## src/rtl/ten_bit_decrement_timer.sv

```systemverilog
// ten_bit_decrement_timer
//   Loadable 10-bit down-counter timer.
//   The control unit loads a value and pulses start. The block then decrements
//   once per clock and pulses done when the count reaches zero.
//   Used by the CPU for delay loops, wait states and loop-count instructions.
//
// Optional feature: `DECR_TIMER_AUTO_RELOAD_EN
//   When this macro is defined, the terminal count reloads from the reload
//   register and the timer stays in RUN. The timer then fires every N cycles.
//   A reload value of 0 falls back to the one-shot behaviour.
//
// Parameters
//   INIT_VALUE  reset value of count and of the reload register
//
// Ports
//   clk         system clock, rising edge
//   rst         synchronous active-high reset; overrides all other inputs
//   load        load load_value into count and the reload register (IDLE only)
//   load_value  value to load
//   start       begin counting down (IDLE only)
//   hold        freeze the count while high (RUN only)
//   stop        abort the run and return to IDLE with no done pulse (RUN only)
//   count       current counter value (registered)
//   busy        high while in RUN (registered state decode)
//   done        one-cycle pulse at the terminal count, or on a start with count 0
//   zero        combinational flag, count == 0
module ten_bit_decrement_timer #(
  parameter logic [9:0] INIT_VALUE = 10'd0
) (
  input  logic       clk,
  input  logic       rst,
  input  logic       load,
  input  logic [9:0] load_value,
  input  logic       start,
  input  logic       hold,
  input  logic       stop,
  output logic [9:0] count,
  output logic       busy,
  output logic       done,
  output logic       zero
);

  typedef enum logic {IDLE = 1'b0, RUN = 1'b1} state_t;

  state_t     state_q, state_d;
  logic [9:0] count_q, count_d;
  logic       done_q, done_d;
`ifdef DECR_TIMER_AUTO_RELOAD_EN
  logic [9:0] reload_q, reload_d;
`endif

  always_comb begin
    state_d = state_q;
    count_d = count_q;
    done_d  = 1'b0;
`ifdef DECR_TIMER_AUTO_RELOAD_EN
    reload_d = reload_q;
`endif
    case (state_q)
      IDLE: begin
        // stop has no meaning here, so load/start are never masked by it
        if (load) begin
          count_d = load_value;
`ifdef DECR_TIMER_AUTO_RELOAD_EN
          reload_d = load_value;
`endif
        end
        // Decide on the post-load count so load+start behaves as one operation
        if (start) begin
          if (count_d != 10'd0) state_d = RUN;
          else                  done_d  = 1'b1;
        end
      end
      RUN: begin
        if (stop) begin
          state_d = IDLE;
        end else if (!hold) begin
          if (count_q == 10'd1) begin
            done_d = 1'b1;
`ifdef DECR_TIMER_AUTO_RELOAD_EN
            if (reload_q != 10'd0) begin
              count_d = reload_q;
            end else begin
              count_d = 10'd0;
              state_d = IDLE;
            end
`else
            count_d = 10'd0;
            state_d = IDLE;
`endif
          end else begin
            // RUN is never entered with count 0, so the decrement cannot wrap
            count_d = count_q - 10'd1;
          end
        end
      end
      default: state_d = IDLE;
    endcase
  end

  always_ff @(posedge clk) begin
    if (rst) begin
      state_q  <= IDLE;
      count_q  <= INIT_VALUE;
      done_q   <= 1'b0;
`ifdef DECR_TIMER_AUTO_RELOAD_EN
      reload_q <= INIT_VALUE;
`endif
    end else begin
      state_q  <= state_d;
      count_q  <= count_d;
      done_q   <= done_d;
`ifdef DECR_TIMER_AUTO_RELOAD_EN
      reload_q <= reload_d;
`endif
    end
  end

  assign count = count_q;
  assign busy  = (state_q == RUN);
  assign done  = done_q;
  assign zero  = (count_q == 10'd0);

endmodule

```

## config.mk

```make
export PLATFORM = sky130hd
export DESIGN_NAME = ten_bit_decrement_timer
export DESIGN_NICKNAME = d
export VERILOG_FILES = /design/src/rtl/ten_bit_decrement_timer.sv
export SDC_FILE = /design/constraint.sdc
export NUM_CORES = 1
export LEC_CHECK = 0
export CAP_MARGIN = 20
export CORE_AREA = 2 2 49 51
export CTS_CLUSTER_SIZE = 30
export DETAILED_ROUTE_END_ITERATION = 12
export DIE_AREA = 0 0 51 53
export HOLD_SLACK_MARGIN = 0.02
export PLACE_DENSITY = 0.75
export REMOVE_ABC_BUFFERS = 1
export SLEW_MARGIN = 25
export SYNTH_ARGS = -nofsm -noshare
export SYNTH_HDL_FRONTEND = slang
export SYNTH_SLANG_ARGS = --single-unit
```

## constraint.sdc

```tcl
create_clock -name clk -period 2.1 [get_ports clk]
set_input_delay 0.42 -clock clk [delete_from_list [all_inputs] [get_ports clk]]
set_output_delay 0.42 -clock clk [all_outputs]
set_load 0.1 [all_outputs]
```

==> summary.md, run 1 <==
| Metric | Value |
|---|---|
| Status | `complete, no violations` |
| Clock root cell | `clkbuf_4` |
| ANT cells | `0` |
| Ordered list of cells on the worst path | `nor4_1 > and3_1 > buf_12` |
| Syn Area/Cell | `just under 8 um^2` |
| Syn Inst Count | `approximately 110` |
| Initial drt markers | `58` |
| Main flop type after synthesis | `dfxtp_1` |
| Slowest cell on the critical path | `nor4_1` |
| Area Overhead vs Synth | `48.6%` |
| PwrDens | `737 nW/um^2` |
| Hold Path Class | `reg -> reg` |
| Nets@finish | `161` |
| Cell variety after synth | `35` |
| Via count | `994` |
| Initial Util | `approximately two fifths` |
| CTS tree | `yes` |
| Post-CTS Resized | `0` |
| Number of enable flip-flop cells after synthesis | `0` |
| LEAKAGE | `0.491 nW` |
| Avg WL per Cell | `14.2 um` |
| Final Non-Filler Cells | `between 150 and 200` |
| Die Wd | `between 50 and 60 um` |
| H-tree Lvls | `1` |
| Max Slew Vio Count | `0` |
| Yosys warnings | `0` |
| Layout cells sized above 1 | `18.4%` |
| Seq/Total Area, Yosys | `~30%` |
| Placed Cells | `between 150 and 200` |
| Height of the die | `approximately 53 um` |
| DR vias/cell | `roughly 5.9` |
| Hold Buf Count CTS | `0` |
| Place WS | `-0.0702 ns` |
| Crit path largest cell delay | `approximately 0.46 ns` |
| Period utilization | `roughly 96%` |
| Crit path required time | `1.68 ns` |
| Cts bufs inserted | `3` |
| CTS Sinks | `12` |
| Io pins | `29` |
| Cell Rows | `17` |
| CP arrival | `1.59 ns` |
| Max Cap Viol | `0` |
| Worst Tran Pin Value | `between 0.4 and 0.5 ns` |
| Final GP Congestion | `approximately 0.9` |
| Post-detailed-route count of antenna-violating nets | `0` |
| Bufs on Longest Clock Path | `2` |
| Worst Setup Start Kind | `register` |
| Final core area utilization | `a little under three fifths` |
| RSZ-0062 raised after global routing | `no` |
| Die area | `about 2700 um^2` |
| Largest net degree at the start of global routing | `15` |
| Peak Freq | `0.498 GHz` |
| Share of synthesized registers carrying an async set or reset | `0%` |
| FILL cells | `211` |
| Vias in the first global route | `a little under 900` |
| Setup bufs post-CTS | `0` |
| Critical path class | `reg -> out` |
| DRT Pass-1 Iters | `4` |
| Top delay family on crit path | `simple AND/OR/NAND/NOR gates` |
| Reg clk slew, reported paths | `~0.09 ns` |
| Setup Skew | `about 0.0048 ns` |
| Global route total overflow | `0` |
| Worst slew margin | `a little over 70%` |
| Final wirelength | `2400 um` |
| HPWL after DPL | `~1900 um` |
| Final-report hold violation count | `0` |
| Total GRT Usage | `about a fifth` |
| CORE AREA | `~2100 um^2` |
| CP max FO | `6` |
| Mapped Area | `818 um^2` |
| Register bit count reported by yosys | `12` |
| Antenna violations before repair | `0` |
| Setup violators final | `0` |
| CP bufs+invs | `1` |
| Endpoint class of the critical path | `primary output` |
| Insertion delay to the later sink of the worst-skew pair | `0.28 ns` |
| Max VDD drop | `between 300 and 400 uV` |
| First-pass GRT wire length | `3810 um` |
| Post-route worst setup slack | `approximately 0.094 ns` |
| Residual DRC | `0` |
| Period minus WS final | `2.01 ns` |
| Port buffer count | `28` |
| Tot Pwr | `~0.00090 W` |
per-stage QoR:
stage	hold slack [ns]	TNS [ns]	instance area [um^2]
floorplan	0.489	-1.01	800
global placement	0.526	-0.0262	1180
detailed placement	0.530	-0.0702	1180
CTS	0.537	0	1220
global route	0.579	0	1220
finish	0.533	0	1220
routing by layer:
| layer | GRT usage [%] | share of wire [%] | wire (um) |
|---|---|---|---|
| met4 | 8.11 | 2.6 | 63 |
| met1 | 23.8 | 42 | 1010 |
| met2 | 31.4 | 45 | 1090 |
| met5 | 0 | 0 | 0 |
| met3 | 3.95 | 10 | 243 |
worst paths after layout:
path                         start               endpoint  slack, ns  cells after the start
max          count[9]$_SDFFE_PP0P_                   zero       0.09                      3
min          count[0]$_SDFFE_PP0P_  count[0]$_SDFFE_PP0P_       0.53                      2
max reg2reg  count[2]$_SDFFE_PP0P_  count[5]$_SDFFE_PP0P_       0.54                      5
min reg2reg  count[0]$_SDFFE_PP0P_  count[0]$_SDFFE_PP0P_       0.53                      2
cell usage after synthesis, drive strengths merged, types with 3 or more instances:
cell    number  area, um^2
dfxtp       12         240
nand3        9        45.0
nor2         8        30.0
nand2        7        26.3
and3         6        37.5
a21oi        5        25.0
clkbuf       5        18.8
o21ai        4        20.0
o22ai        4        25.0
xor2         4        35.0
a31oi        3        18.8
ha           3        37.5
inv          3        11.3
nor3         3        15.0
nor4         3        25.0
or3          3        18.8
worst reg2reg max path, stage by stage (launching register included):
cell and delay, ns:
dfxtp_1 0.47, nor4_2 0.09, buf_4 0.16, and3_1 0.18, or3_1 0.34, a311oi_1 0.23
kinds of logic (layout without fill, tap and decap cells):
| logic type | Yosys count | count (layout) | share of synthesized area (%) |
|---|---|---|---|
| AND/OR/NAND/NOR | 51 | 51 | 34.7 |
| AO/OA/AOI/OAI | 28 | 28 | 23.4 |
| flip-flops | 12 | 12 | 29.4 |
| buffers and inverters | 8 | 43 | 3.67 |
| XOR/XNOR | 4 | 4 | 4.28 |
| adder cells (fa/ha/maj) | 3 | 3 | 4.59 |
registers in the layout, indices dropped and copies added (netlist names):
name / count
busy: 1
done: 1
count: 10
cells in the final DEF (no fill, tap or decap), types with 4 or more instances in the layout:
cell              n
clkdlybuf4s50_1  15
nor2_1            8
xor2_1            4
nand2_1           7
dfxtp_1          12
o22ai_1           4
and3_1            6
nand3_1           9
a21oi_1           5
buf_4            18
layout make-up:
class                      instances  area, um^2  share of cell area [%]
multi-input combinational         86         548                    45.1
timing repair buffer              36         345                    28.4
sequential                        12         240                    19.8
clock buffer                       4        36.3                    2.98
tap                               28        35.0                    2.88
inverter                           3        11.3                   0.926
power by group:
group	total, W	internal [W]	switching [W]
clock	0.000195	0.000106	0.0000895
sequential	0.000277	0.000247	0.0000293
combinational	0.000424	0.000146	0.000279
Power figures use the tool's default switching activity.
==> run 2, diff against run 1 <==
--- a/config.mk
+++ b/config.mk
@@ -13,6 +13,7 @@
 export HOLD_SLACK_MARGIN = 0.02
 export PLACE_DENSITY = 0.75
 export REMOVE_ABC_BUFFERS = 1
+export SKIP_LAST_GASP = 1
 export SLEW_MARGIN = 25
 export SYNTH_ARGS = -nofsm -noshare
 export SYNTH_HDL_FRONTEND = slang
==> results of run 2 <==
No change in the layout: final DEF, timing and power equal those of run 1.
